<file path="src/rtl/ssd_scan_ctrl_pkg.sv">
// Shared constants and types for the seven-segment scan controller.
// Pin polarities are active-low throughout.
package ssd_scan_ctrl_pkg;

  localparam logic [6:0] SEG_BLANK = 7'h7F;
  localparam logic       AN_OFF    = 1'b1;
  localparam logic       AN_ON     = 1'b0;
  localparam logic       DP_OFF    = 1'b1;
  localparam logic       DP_ON     = 1'b0;

  typedef enum logic {
    ST_DEAD  = 1'b0,
    ST_DRIVE = 1'b1
  } slot_state_e;

endpackage

</file>
<file path="src/rtl/ssd_scan_ctrl_ssd_driver.sv">
// Hex nibble to seven-segment decoder, segments {g..a}, active-low.
module ssd_scan_ctrl_ssd_driver (
  input  logic [3:0] nibble,
  output logic [6:0] seg
);

  always_comb begin
    seg = 7'h7F;
    case (nibble)
      4'h0: seg = 7'h40;
      4'h1: seg = 7'h79;
      4'h2: seg = 7'h24;
      4'h3: seg = 7'h30;
      4'h4: seg = 7'h19;
      4'h5: seg = 7'h12;
      4'h6: seg = 7'h02;
      4'h7: seg = 7'h78;
      4'h8: seg = 7'h00;
      4'h9: seg = 7'h10;
      4'hA: seg = 7'h08;
      4'hB: seg = 7'h03;
      4'hC: seg = 7'h46;
      4'hD: seg = 7'h21;
      4'hE: seg = 7'h06;
      4'hF: seg = 7'h0E;
      default: seg = 7'h7F;
    endcase
  end

endmodule

</file>
<file path="src/rtl/ssd_scan_ctrl.sv">
// Time-multiplexed scan controller for a common-anode seven-segment display:
// one digit per slot, dead-time blanking at slot start, optional leading-zero blanking.
module ssd_scan_ctrl
  import ssd_scan_ctrl_pkg::*;
#(
  parameter int NUM_DIGITS  = 4,
  parameter int SLOT_CYCLES = 100000,
  parameter int DEAD_CYCLES = 8,
  localparam int IDX_W      = $clog2(NUM_DIGITS),
  localparam int CNT_W      = $clog2(SLOT_CYCLES)
) (
  input  logic                    clk,
  input  logic                    rst_n,
  input  logic [4*NUM_DIGITS-1:0] value,
  input  logic                    load,
  input  logic                    lz_en,
  input  logic [NUM_DIGITS-1:0]   dp_mask,
  output logic [NUM_DIGITS-1:0]   an,
  output logic [6:0]              seg,
  output logic                    dp,
  output logic [IDX_W-1:0]        slot_idx
);

  logic [4*NUM_DIGITS-1:0] shadow;
  logic [CNT_W-1:0]        slot_cnt;
  logic [IDX_W-1:0]        cur_idx;
  logic                    slot_last;
  slot_state_e             slot_state;
  logic [3:0]              nibble;
  logic [6:0]              dec_seg;
  logic [NUM_DIGITS-1:0]   zero_prefix;
  logic                    blank;
  logic [NUM_DIGITS-1:0]   an_d;
  logic [6:0]              seg_d;
  logic                    dp_d;

  assign slot_last = (slot_cnt == CNT_W'(SLOT_CYCLES - 1));

  always_ff @(posedge clk or negedge rst_n) begin
    if (!rst_n) begin
      shadow   <= '0;
      slot_cnt <= '0;
      cur_idx  <= '0;
    end else begin
      if (load) shadow <= value;
      if (slot_last) begin
        slot_cnt <= '0;
        cur_idx  <= (cur_idx == IDX_W'(NUM_DIGITS - 1)) ? '0 : cur_idx + 1'b1;
      end else begin
        slot_cnt <= slot_cnt + 1'b1;
      end
    end
  end

  // Slot phase is a pure function of the slot counter; it has no storage of its own.
  always_comb begin
    slot_state = (slot_cnt < CNT_W'(DEAD_CYCLES)) ? ST_DEAD : ST_DRIVE;
  end

  always_comb begin
    nibble = 4'h0;
    for (int k = 0; k < NUM_DIGITS; k++) begin
      if (cur_idx == IDX_W'(k)) nibble = shadow[4*k +: 4];
    end
  end

  // zero_prefix[k]: digit k and every digit above it are zero.
  always_comb begin
    zero_prefix = '0;
    zero_prefix[NUM_DIGITS-1] = (shadow[4*(NUM_DIGITS-1) +: 4] == 4'h0);
    for (int k = NUM_DIGITS - 2; k >= 0; k--) begin
      zero_prefix[k] = zero_prefix[k+1] && (shadow[4*k +: 4] == 4'h0);
    end
  end

  assign blank = lz_en && zero_prefix[cur_idx] && (cur_idx != '0);

  ssd_scan_ctrl_ssd_driver u_ssd_driver (
    .nibble (nibble),
    .seg    (dec_seg)
  );

  always_comb begin
    an_d  = {NUM_DIGITS{AN_OFF}};
    seg_d = SEG_BLANK;
    dp_d  = DP_OFF;
    case (slot_state)
      ST_DRIVE: begin
        an_d[cur_idx] = AN_ON;
        seg_d         = blank ? SEG_BLANK : dec_seg;
        dp_d          = dp_mask[cur_idx] ? DP_ON : DP_OFF;
      end
      default: begin
        an_d  = {NUM_DIGITS{AN_OFF}};
        seg_d = SEG_BLANK;
        dp_d  = DP_OFF;
      end
    endcase
  end

  // slot_idx is delayed with the pins so it always names the digit on the bus.
  always_ff @(posedge clk or negedge rst_n) begin
    if (!rst_n) begin
      an       <= {NUM_DIGITS{AN_OFF}};
      seg      <= SEG_BLANK;
      dp       <= DP_OFF;
      slot_idx <= '0;
    end else begin
      an       <= an_d;
      seg      <= seg_d;
      dp       <= dp_d;
      slot_idx <= cur_idx;
    end
  end

endmodule

</file>
<file path="config.mk">
export PLATFORM = sky130hd
export DESIGN_NAME = ssd_scan_ctrl
export DESIGN_NICKNAME = d
export VERILOG_FILES = /design/src/rtl/ssd_scan_ctrl_pkg.sv /design/src/rtl/ssd_scan_ctrl_ssd_driver.sv /design/src/rtl/ssd_scan_ctrl.sv
export SDC_FILE = /design/constraint.sdc
export NUM_CORES = 1
export LEC_CHECK = 0
export CORE_MARGIN = 2
export CORE_UTILIZATION = 50
export DETAILED_ROUTE_END_ITERATION = 12
export GPL_ROUTABILITY_DRIVEN = 1
export PLACE_DENSITY_LB_ADDON = 0.08
export SYNTH_ARGS = -nofsm -noshare
export SYNTH_HDL_FRONTEND = slang
export SYNTH_HIERARCHICAL = 1
export SYNTH_SLANG_ARGS = --single-unit
</file>
<file path="constraint.sdc">
create_clock -name clk -period 3.6 [get_ports clk]
set_clock_uncertainty 0.1 [all_clocks]
set_input_delay 0.54 -clock clk [delete_from_list [all_inputs] [get_ports clk]]
set_output_delay 0.54 -clock clk [all_outputs]
set_load 0.02 [all_outputs]
</file>
==> results summary, run 1 <==
The synthesized-area fraction occupied by adder cells came out at 6.082%. The endpoint arrival time on the critical path is 3.18 ns. The share of synthesized flip-flops with an asynchronous set or reset is 100.0%. The synthesized netlist devotes 6.031% of its cell area to compound gates. The final layout net count is 300.

Summing over every cut layer, the via total after detailed routing is 1,742. Counting instances in the post-synthesis netlist gives the leading cell types as 37 x sky130_fd_sc_hd__dfrtp_1, 26 x sky130_fd_sc_hd__nand2_1, 24 x sky130_fd_sc_hd__nor2_1, 19 x sky130_fd_sc_hd__mux2_2. The clock slew at the register clock pins of the worst setup and hold paths came out at 0.09 ns. The post-detailed-route wirelength per cell is 13.55 um. Measured against the total synthesized area, the mux share comes to 12.27%. The worst hold-check path type is in -> async. The sequential element share of the synthesized area is 50.28%. The number of gates given a new drive strength after cts is 0. The maximum operating frequency came out at 326.6 MHz. STA classifies the critical path endpoint as a flop. The synthesized area is 2469 um^2. The most frequent cell after synthesis is sky130_fd_sc_hd__dfrtp_1. TritonCTS created 5 clock buffers.

For this run, the number of Yosys warnings is 6. The detailed router's first-iteration violation count is 72. The floorplan step defined a die boundary enclosing 5515 um^2.

The fraction of the cycle the final worst path needs came out at 85.06%. In this run the static leakage power is 0.001302 uW. The flow ran to the end, and the final reports show no timing, DRC or antenna violations. The antenna diode instance count is 0. The number of cell rows came out at 25. The setup check on the worst reg-to-reg path leaves a slack of 0.54 ns.

For the pin with the worst max-slew slack, the measured transition is 1.041 ns. At the worst endpoint, the required time is 3.72 ns. The worst hold slack is 0.3149 ns.

The total of hold buffers inserted after clock tree synthesis is 0. The number of iterations in the first detailed-routing pass came out at 4. The final number of setup-violating endpoints is 0. The synthesized netlist cell count came out at 225. The worst register-to-register path ends at seg[3]$_DFF_PN1_. The starting density of the core is 51.92%. Counting along the longest clock path gives a buffer depth of 2.

The launching element type of the critical path is a flop. Summed over all instances, the cell type with the most area after synthesis is sky130_fd_sc_hd__dfrtp_1. The worst slew margin relative to its limit came out at 30.57%. The worst setup path startpoint is cur_idx[1]$_DFFE_PN0N_. TritonCTS built the clock tree.

The number of placed I/O pins is 38. The count of buffers added by post-CTS timing repair for setup is 0. Counting cells, the worst reg-to-reg path comes to 12.

In the synthesized netlist the dominant register cell turns out to be sky130_fd_sc_hd__dfrtp_1. The number of buffers inserted by port buffering came out at 37. Across the run, the number of max-cap violations was 0. The wire length of the first global-routing pass came out at 7817 um. Clock latency on the worst-skew pair, taken at its later pin, is 0.30 ns. The net count after synthesis came out at 261. The final global-route overflow total came out at 0. In this run the worst setup path terminates at seg[3]$_DFF_PN1_. The share of the synthesized netlist area taken by xor and xnor gates is 4.612%. In this run the clock root is driven by a sky130_fd_sc_hd__clkbuf_8.

Of all nets on the critical path, the largest fanout is 8. The number of antenna violations at the first check in global routing is 0. The power per cell area came out at 377.4 nW/um^2. In the routed layout, each cell is associated on average with a via count of 5.247. The number of library cell types mapped by synthesis is 38. After synthesis, the cell types taking the most area are sky130_fd_sc_hd__dfrtp_1 38%, sky130_fd_sc_hd__dfstp_2 13%, sky130_fd_sc_hd__mux2_2 8.7%. Of the post-synthesis cell area, the dominant cell type holds 37.51%.

Adding up every negative setup slack in the final design gives 0 ns. The number of sinks driven by the clock tree came out at 49. The total instance count after detailed placement is 324. The minimum clock period after layout is 3.062 ns. The DRC violation count after routing came out at 0.

The global placement routability congestion came out at 0.7653. The H-tree depth came out at 2. The count of final hold-check violations was 0. In this run the critical register-to-register path is launched from cur_idx[1]$_DFFE_PN0N_. The remaining antenna violation count came out at 0. The synthesized design contains 49 register bits.

The pin count of the biggest net entering global routing came out at 50. Setup repair after global routing left no endpoint under its margin. Once layout is done, the placed cells without fillers occupy 2995 um^2. The wire-length estimate of the detail-placed layout is 3341 um.

The die outline height is 74.27 um. The count of flip-flops with a built-in enable after synthesis is 0. The number of global-route vias before repair was 1,633. Summing all placed instances gives a cell area of 2899 um^2. The core area came out at 4755 um^2. The overall global routing resource usage is 18.69%. Counting the fill cells in the layout gives 404.

The basic-gate share of the synthesized area counting and, or, nand and nor cells came out at 17.99%. The max-slew violation count came to 0. The synthesized area divided by synthesized cell count is 10.97 um^2.

The count of non-filler cells in the finished layout is 332. The routed design has 4498 um of wire. The area growth from synthesis to final layout is 21.34%. The x dimension of the die is 74.27 um. The combinational family with the most area after synthesis is simple AND/OR/NAND/NOR gates.

The peak supply drop is 0.0002496 V. The share of layout cells above drive strength 1 came out at 17.74%. The category of the critical setup timing path is reg -> reg.
[area by class of cell]
cell class	count	area [um^2]	share of cell area (%)
clock buffers	6	82.58	2.757
clock inverters	2	13.76	0.4595
inverters	7	26.28	0.8772
multi-input cells	161	1160	38.72
flip-flops and latches	49	1241	41.44
well taps	67	83.83	2.799
repair buffers	40	387.9	12.95
[through the flow]
step                      utilization, %  power, uW  worst slack [ns]
after global placement             60.97      805.0            0.6851
after floorplan                        -      724.9            0.7248
final                              63.00       1130            0.5378
after CTS                          63.00       1147            0.5236
after detailed placement           60.97      808.0            0.5500
after global routing               63.00       1189            0.2760
[critical path, cell delays in order, from the launching register on]
cell and delay (ns):
sky130_fd_sc_hd__dfrtp_1 0.47, sky130_fd_sc_hd__inv_1 0.09, sky130_fd_sc_hd__ha_1 0.26, sky130_fd_sc_hd__nand3b_1 0.18, sky130_fd_sc_hd__a21oi_1 0.16, sky130_fd_sc_hd__a21oi_1 0.05, sky130_fd_sc_hd__o21ai_0 0.43, sky130_fd_sc_hd__inv_1 0.22
sky130_fd_sc_hd__ha_1 0.32, sky130_fd_sc_hd__inv_1 0.05, sky130_fd_sc_hd__mux4_1 0.48, sky130_fd_sc_hd__nor2_1 0.11, sky130_fd_sc_hd__nand2_1 0.06
[layout by cell type (no fill, tap or decap)]
master,synthesis,routed
sky130_fd_sc_hd__or3_1,1,1
sky130_fd_sc_hd__dfrtp_1,37,37
sky130_fd_sc_hd__a22o_1,2,2
sky130_fd_sc_hd__nor3_4,1,1
sky130_fd_sc_hd__clkinv_2,0,1
sky130_fd_sc_hd__nand3_1,4,4
sky130_fd_sc_hd__ha_1,12,12
sky130_fd_sc_hd__and4_1,2,2
sky130_fd_sc_hd__mux2_2,19,19
sky130_fd_sc_hd__clkbuf_8,0,6
sky130_fd_sc_hd__buf_2,2,1
sky130_fd_sc_hd__xor2_1,7,7
sky130_fd_sc_hd__buf_4,0,3
sky130_fd_sc_hd__clkinv_4,0,1
sky130_fd_sc_hd__nand4_1,4,4
sky130_fd_sc_hd__nor3_1,6,6
sky130_fd_sc_hd__a211o_1,1,1
sky130_fd_sc_hd__nor2b_1,5,5
sky130_fd_sc_hd__or3b_1,1,1
sky130_fd_sc_hd__mux4_1,1,1
sky130_fd_sc_hd__nor4_1,7,7
sky130_fd_sc_hd__nor2_1,24,24
sky130_fd_sc_hd__a32o_1,1,1
sky130_fd_sc_hd__o31ai_1,4,4
sky130_fd_sc_hd__nand3b_1,3,3
sky130_fd_sc_hd__xnor2_1,6,6
sky130_fd_sc_hd__and3_1,1,1
sky130_fd_sc_hd__mux4_2,1,1
sky130_fd_sc_hd__or4_1,1,1
sky130_fd_sc_hd__nand4_2,1,1
sky130_fd_sc_hd__inv_1,7,7
sky130_fd_sc_hd__nand2_1,26,26
sky130_fd_sc_hd__dfstp_2,12,12
sky130_fd_sc_hd__mux2i_1,4,4
sky130_fd_sc_hd__and2b_2,1,1
sky130_fd_sc_hd__a21oi_1,8,8
sky130_fd_sc_hd__o21ai_0,5,5
sky130_fd_sc_hd__a221oi_1,2,2
sky130_fd_sc_hd__clkdlybuf4s50_1,0,36
[how the worst min path moves through the flow]
stage	startpoint	end
after floorplan	rst_n	cur_idx[0]$_DFFE_PN0N_
after global placement	slot_cnt[0]$_DFF_PN0_	slot_cnt[0]$_DFF_PN0_
after detailed placement	slot_cnt[0]$_DFF_PN0_	slot_cnt[0]$_DFF_PN0_
after CTS	rst_n	slot_cnt[11]$_DFF_PN0_
after global routing	rst_n	slot_cnt[13]$_DFF_PN0_
final	rst_n	slot_cnt[9]$_DFF_PN0_
[cell families (layout without fill, tap and decap cells)]
| family | after synthesis | count (layout) |
|---|---|---|
| multiplexers | 25 | 25 |
| adder cells (fa/ha/maj) | 12 | 12 |
| flip-flops | 49 | 49 |
| buffers and inverters | 15 | 55 |
| AND/OR/NAND/NOR | 88 | 88 |
| AO/OA/AOI/OAI | 23 | 23 |
| XOR/XNOR | 13 | 13 |
[power breakdown]
part | internal [uW] | switching [uW]
sequential | 592 | 19.3
combinational | 100 | 84.2
clock | 156 | 179
[registers in the layout (all words and copies together), names as in the netlist]
name / cells
cur_idx: 2
dp: 1
slot_cnt: 17
an: 4
shadow: 16
seg: 7
slot_idx: 2
[routing by layer]
layer,wire length [um],global-route usage [%],up-vias
li1,-,-,867
met1,2240,26.76,828
met2,2035,28.67,39
met3,155,4.065,8
met4,66,5.952,0
met5,0,0,-
Note: power is estimated with default switching activity, not from simulation.
==> run 2: changes to the inputs <==
==> constraint.sdc (replaced) <==
create_clock -name clk -period 3.1 [get_ports clk]
set_clock_uncertainty 0.1 [all_clocks]
set_input_delay 0.465 -clock clk [delete_from_list [all_inputs] [get_ports clk]]
set_output_delay 0.465 -clock clk [all_outputs]
set_load 0.02 [all_outputs]
==> results summary, run 2 (same netlist as run 1, synthesis figures left out) <==
The path depth of the worst reg2reg path came out at 13. The number of sinks driven by the clock tree came out at 49. The power per cell area is 453.6 nW/um^2.

The worst hold slack came out at 0.2069 ns. The clock slew at the register clock pins of the worst setup and hold paths came out at 0.09 ns. The detailed router's first-iteration violation count is 79. The filler cells instantiated in the layout total 413. The worst hold-check path type is in -> async.

Summed over all nets, the half-perimeter wirelength after detailed placement is 3420 um. The antenna diode instance count came out at 0. The clock passes through at most 2 buffers.

slot_cnt holds more flip-flops than any other register. The congestion estimate from routability-driven global placement came to 0.7964. In this run the core area contains 25 standard-cell rows. TritonCTS built the clock tree. Cells with a size suffix above 1 make up 17.98% of the layout. The peak supply drop is 0.0003028 V.

The area growth from synthesis to final layout is 22.40%. The die area came out at 5515 um^2. The core area came out at 4755 um^2.

The die outline height came out at 74.27 um. Dividing the detail-routed wire length by the instance count gives 13.38 um. The transition at the pin with the smallest max-transition slack came out at 0.9940 ns. The number of antenna violations at the first check in global routing is 0. At the worst endpoint, the required time is 3.24 ns.

The pin count of the biggest net entering global routing is 47. The number of buffers inserted by port buffering is 37. The DRC violation count after routing is 0. The tree is rooted in a sky130_fd_sc_hd__clkbuf_8. The x dimension of the die came out at 74.27 um. For this design the top-level I/O count stands at 38. The run finished with clean final reports. The minimum clock period after layout came out at 2.760 ns. Adding up every negative setup slack in the final design gives 0 ns. The max-slew violation count came out at 0. The remaining antenna violation count is 0.

The average vias per placed instance came out at 5.243. The worst register-to-register path has a setup slack of 0.34 ns. In this run the static leakage power is 0.001315 uW.

After the last flow step, the layout net total stands at 302. The total detailed-routing wirelength is 4469 um. The category of the critical setup timing path is reg -> reg. The number of gates given a new drive strength after cts is 0.

The number of buffers added by the clock tree synthesis step came out at 5. The commonest non-fill, non-tap cell in the layout is sky130_fd_sc_hd__dfrtp_1. The total of hold buffers inserted after clock tree synthesis came out at 0. The largest registers in the layout are slot_cnt (17), shadow (16), seg (7). The critical path capture point type is a flop. The detailed-route via count came out at 1,751. Setup violations remaining at the end of the flow were counted as 0. The first global-routing pass estimated 7527 um of wire. The worst path uses 89.05% of the clock period. The count of buffers added by post-CTS timing repair for setup is 0. The total power consumption of the routed design came out at 1371 uW. The source of the worst register-to-register timing path is cur_idx[1]$_DFFE_PN0N_. The pre-antenna-repair detailed-routing pass consisted of 4 iterations. Measured against its own limit, the worst slew margin works out to 33.74%.

The starting density of the core came out at 51.92%. Based on the critical path, the design can be clocked at up to 362.3 MHz. In the layout the commonest cells are 37 x sky130_fd_sc_hd__dfrtp_1, 36 x sky130_fd_sc_hd__clkdlybuf4s50_1, 26 x sky130_fd_sc_hd__nand2_1.

The number of flip-flops in the largest register is 17. The largest fanout on the critical path came out at 8. The count of final hold-check violations is 0. The endpoint arrival time on the critical path came out at 2.90 ns. The worst register-to-register path ends at seg[0]$_DFF_PN1_. The number of global-route vias before repair came to 1,594. Setup repair after global routing left no endpoint under its margin. The overall global routing resource usage is 17.87%.

The clock insertion delay at the later pin of the skew report is 0.30 ns. The final global-route overflow total is 0. The launching element type of the critical path is a flop. The max capacitance violation total came out at 0.

The H-tree depth is 2.
-- run 2: where the power goes --
part           leakage [uW]  internal (uW)  switching [uW]
registers          0.000592            688            23.0
logic              0.000668            118            96.6
clock network     0.0000552            240             206
total               0.00132           1050             325
-- run 2: cell type report --
cell class / count / area (um^2) / share of cell area [%]
multi-input cells: 161 / 1160 / 38.38
clock buffers: 6 / 72.57 / 2.402
inverters: 7 / 26.28 / 0.8696
well taps: 67 / 83.83 / 2.774
clock inverters: 2 / 35.03 / 1.159
repair buffers: 42 / 402.9 / 13.33
flip-flops and latches: 49 / 1241 / 41.08
-- run 2: worst max path at each step --
stage                                  end                    from  depth (start not counted)  slack, ns
after global routing      seg[0]$_DFF_PN1_  cur_idx[1]$_DFFE_PN0N_                         13       0.03
final                     seg[0]$_DFF_PN1_  cur_idx[1]$_DFFE_PN0N_                         13       0.34
after floorplan           seg[3]$_DFF_PN1_  cur_idx[1]$_DFFE_PN0N_                         12       0.22
after detailed placement  seg[3]$_DFF_PN1_  cur_idx[1]$_DFFE_PN0N_                         12       0.36
after CTS                 seg[0]$_DFF_PN1_  cur_idx[1]$_DFFE_PN0N_                         13       0.33
after global placement    seg[0]$_DFF_PN1_  cur_idx[1]$_DFFE_PN0N_                         13       0.45
-- run 2: critical path, stage by stage, from the launching register on --
cell and delay [ns]:
sky130_fd_sc_hd__dfrtp_1 0.49, sky130_fd_sc_hd__inv_1 0.10, sky130_fd_sc_hd__ha_1 0.27, sky130_fd_sc_hd__nand3b_1 0.18, sky130_fd_sc_hd__a21oi_1 0.14, sky130_fd_sc_hd__a21oi_1 0.05
sky130_fd_sc_hd__o21ai_0 0.22, sky130_fd_sc_hd__buf_4 0.19, sky130_fd_sc_hd__ha_1 0.17, sky130_fd_sc_hd__and2b_2 0.22, sky130_fd_sc_hd__or3b_1 0.35, sky130_fd_sc_hd__o21ai_0 0.07
sky130_fd_sc_hd__nor2_1 0.06, sky130_fd_sc_hd__nand2_1 0.07
-- run 2: routing by layer --
layer / GRT usage (%) / vias up / share of wire (%)
met3: 4.201 / 6 / 4.8
met1: 25.39 / 833 / 46
met5: 0 / - / 0
met4: 4.762 / 0 / 1.1
li1: - / 868 / -
met2: 27.78 / 44 / 48
-- run 2: metrics by stage --
stage / utilization, % / std cells / area [um^2] / setup WS [ns]
global placement: 61.29 / 326 / 2914 / 0.4521
finish: 63.55 / 334 / 3022 / 0.3395
detailed placement: 61.29 / 326 / 2914 / 0.3628
CTS: 63.55 / 334 / 3022 / 0.3316
floorplan: - / 225 / 2469 / 0.2248
global route: 63.55 / 334 / 3022 / 0.03161
==> run 3: changes to the inputs <==
--- a/config.mk
+++ b/config.mk
@@ -8,6 +8,7 @@
 export CORE_MARGIN = 2
 export CORE_UTILIZATION = 50
 export DETAILED_ROUTE_END_ITERATION = 12
+export DONT_BUFFER_PORTS = 1
 export GPL_ROUTABILITY_DRIVEN = 1
 export PLACE_DENSITY_LB_ADDON = 0.08
 export SYNTH_ARGS = -nofsm -noshare
==> results summary, run 3 (same netlist as run 1, synthesis figures left out) <==
The post-route netlist has 21.21% of its cells at a drive strength greater than 1. The count of fill cells added during filler insertion came out at 447. Once detailed placement completed, the half-perimeter wirelength came to 3471 um. The worst setup path is captured at a flop. The largest registers in the layout are slot_cnt (17), shadow (16), seg (7). TritonCTS built the clock tree. The post-route setup TNS came out at 0 ns.

The DRC violation count after routing came out at 0. The antenna diode instance count came out at 0. The count of buffers added by post-CTS timing repair for setup is 0. The global routing met2 resource utilization came out at 30.36%. The number of global-route vias before repair is 1,664.

The critical path is of the reg -> reg type. Entering global routing, the biggest net connects 50 pins. The worst setup path is launched from a flop. Hold is met by 0.1908 ns. The die outline height is 74.27 um.

The met3 routing resource usage after global routing came out at 4.878%. The average vias per placed instance is 5.406. The overall global routing resource usage came out at 18.87%. The clock insertion delay at the later pin of the skew report came out at 0.31 ns. The number of placed I/O pins came out at 38.

The number of flip-flops in the largest register came out at 17. The global placement routability congestion is 0.8511. The remaining antenna violation count came out at 0. The number of buffers added by the clock tree synthesis step came out at 5. The endpoint arrival time on the critical path came out at 2.94 ns. The die area came out at 5515 um^2. In the layout the commonest cells are 36 x sky130_fd_sc_hd__dfrtp_1, 26 x sky130_fd_sc_hd__nand2_1, 24 x sky130_fd_sc_hd__nor2_1. The number of buffers inserted by port buffering came out at 0. The detailed-route via count came out at 1,611. Setup repair after global routing left no endpoint under its margin. Power spread over the standard cell area amounts to 470.4 nW/um^2.

The maximum operating frequency came out at 356.4 MHz. The largest fanout on the critical path came out at 8. After detailed routing, the total wire length is 4660 um.

The clock slew at the register clock pins of the worst setup and hold paths came out at 0.10 ns. The worst hold-check path type is in -> reg. After global routing, the most crowded layer is met2. The largest buffer count on any clock path came out at 2. Counting flops per register, the top entry is slot_cnt. The max capacitance violation total is 0. The total power consumption of the routed design is 1257 uW. The wire length of the first global-routing pass came out at 7838 um. The transition at the pin with the smallest max-transition slack came out at 0.4464 ns. Compared with the post-synthesis result, the final layout area differs by 8.211%. The max-slew violation count was 0. The count of final hold-check violations was 0. The core area is 4755 um^2. The final number of setup-violating endpoints is 0. Across the VDD grid, the largest voltage drop is 0.0002836 V. The number of antenna violations at the first check in global routing is 0.

The final layout net count came out at 266. The flow ran to the end, and the final reports show no timing, DRC or antenna violations. The initialized floorplan defines 25 standard-cell rows. The detailed router's first-iteration violation count came out at 112. The data required time at the worst endpoint came out at 3.23 ns. The worst slew margin relative to its limit came out at 70.14%. The H-tree depth is 2.

In this run the static leakage power is 0.001175 uW. Leaving out fill and tap cells, the most frequent cell in the layout is sky130_fd_sc_hd__dfrtp_1. The x dimension of the die came out at 74.27 um. The number of iterations in the first detailed-routing pass is 4. The final global-route overflow total came out at 0. The minimum clock period after layout is 2.806 ns. Of the available clock period, the critical path in the final layout requires 90.52%. Dividing the detail-routed wire length by the instance count gives 15.64 um. CTS saw 49 sinks. The starting density of the core came out at 51.92%. In the global route stage, met1 resource usage came out at 25.02%. CTS placed an instance of sky130_fd_sc_hd__clkbuf_8 at the clock tree root.
## run 3: cell count changes in the layout (fill, tap and decap cells not counted), sizes merged
cell / previous run / this run
clkinv: 1 / 3
bufinv: 1 / 0
clkdlybuf4s50: 36 / 0
dlygate4sd3: 0 / 1
clkbuf: 6 / 5
buf: 6 / 5
## run 3: cell type report
| cell class | count | area [um^2] | area share [%] |
|---|---|---|---|
| flip-flops and latches | 49 | 1242 | 46.51 |
| clock inverters | 3 | 22.52 | 0.8431 |
| repair buffers | 6 | 67.56 | 2.529 |
| clock buffers | 5 | 68.82 | 2.576 |
| well taps | 67 | 83.83 | 3.138 |
| multi-input cells | 161 | 1160 | 43.42 |
| inverters | 7 | 26.28 | 0.9836 |
## run 3: through the flow
step	std cells	setup slack (ns)	utilization (%)	area (um^2)
after floorplan	225	0.2248	-	2469
after global placement	288	0.4397	53.45	2541
after detailed placement	288	0.2778	53.45	2541
after CTS	298	0.2279	56.16	2670
after global routing	298	0.04422	56.18	2671
final	298	0.2939	56.18	2671
## run 3: critical path, cell delays in order (launching register included)
cell	delay [ns]
sky130_fd_sc_hd__dfrtp_1	0.48
sky130_fd_sc_hd__ha_1	0.33
sky130_fd_sc_hd__nand3b_1	0.19
sky130_fd_sc_hd__a21oi_1	0.14
sky130_fd_sc_hd__a21oi_1	0.06
sky130_fd_sc_hd__o21ai_0	0.25
sky130_fd_sc_hd__inv_1	0.15
sky130_fd_sc_hd__ha_1	0.31
sky130_fd_sc_hd__inv_1	0.06
sky130_fd_sc_hd__mux4_1	0.49
sky130_fd_sc_hd__nor2_1	0.11
sky130_fd_sc_hd__nand2_1	0.06
## run 3: final timing paths
check | from | slack [ns] | to | cells after the start
max | cur_idx[0]$_DFFE_PN0N_ | 0.29 | seg[3]$_DFF_PN1_ | 11
min | value[2] | 0.19 | shadow[2]$_DFFE_PN0P_ | 1
max reg2reg | cur_idx[0]$_DFFE_PN0N_ | 0.29 | seg[3]$_DFF_PN1_ | 11
min reg2reg | slot_cnt[0]$_DFF_PN0_ | 0.38 | slot_cnt[0]$_DFF_PN0_ | 1
max in group asynchronous | rst_n | 2.06 | an[1]$_DFF_PN1_ | 2
min in group asynchronous | rst_n | 0.57 | slot_cnt[7]$_DFF_PN0_ | 2
## run 3: layer usage
| layer | part of all wire, % | routed length [um] |
|---|---|---|
| met5 | 0 | 0 |
| met4 | 1.3 | 59 |
| met3 | 4.6 | 214 |
| met2 | 49 | 2302 |
| met1 | 45 | 2083 |
## run 3: report_power, final
part	internal [uW]	switching, uW
Clock	160	223
Sequential	690	45.7
Combinational	71.0	67.1
Total	921	335
## run 3: what timing repair did
action	4_1_cts	5_1_grt
hold buffers	2	0
setup endpoints to repair	0	2
gates resized for setup	0	1
endpoints found under the hold margin	49	0
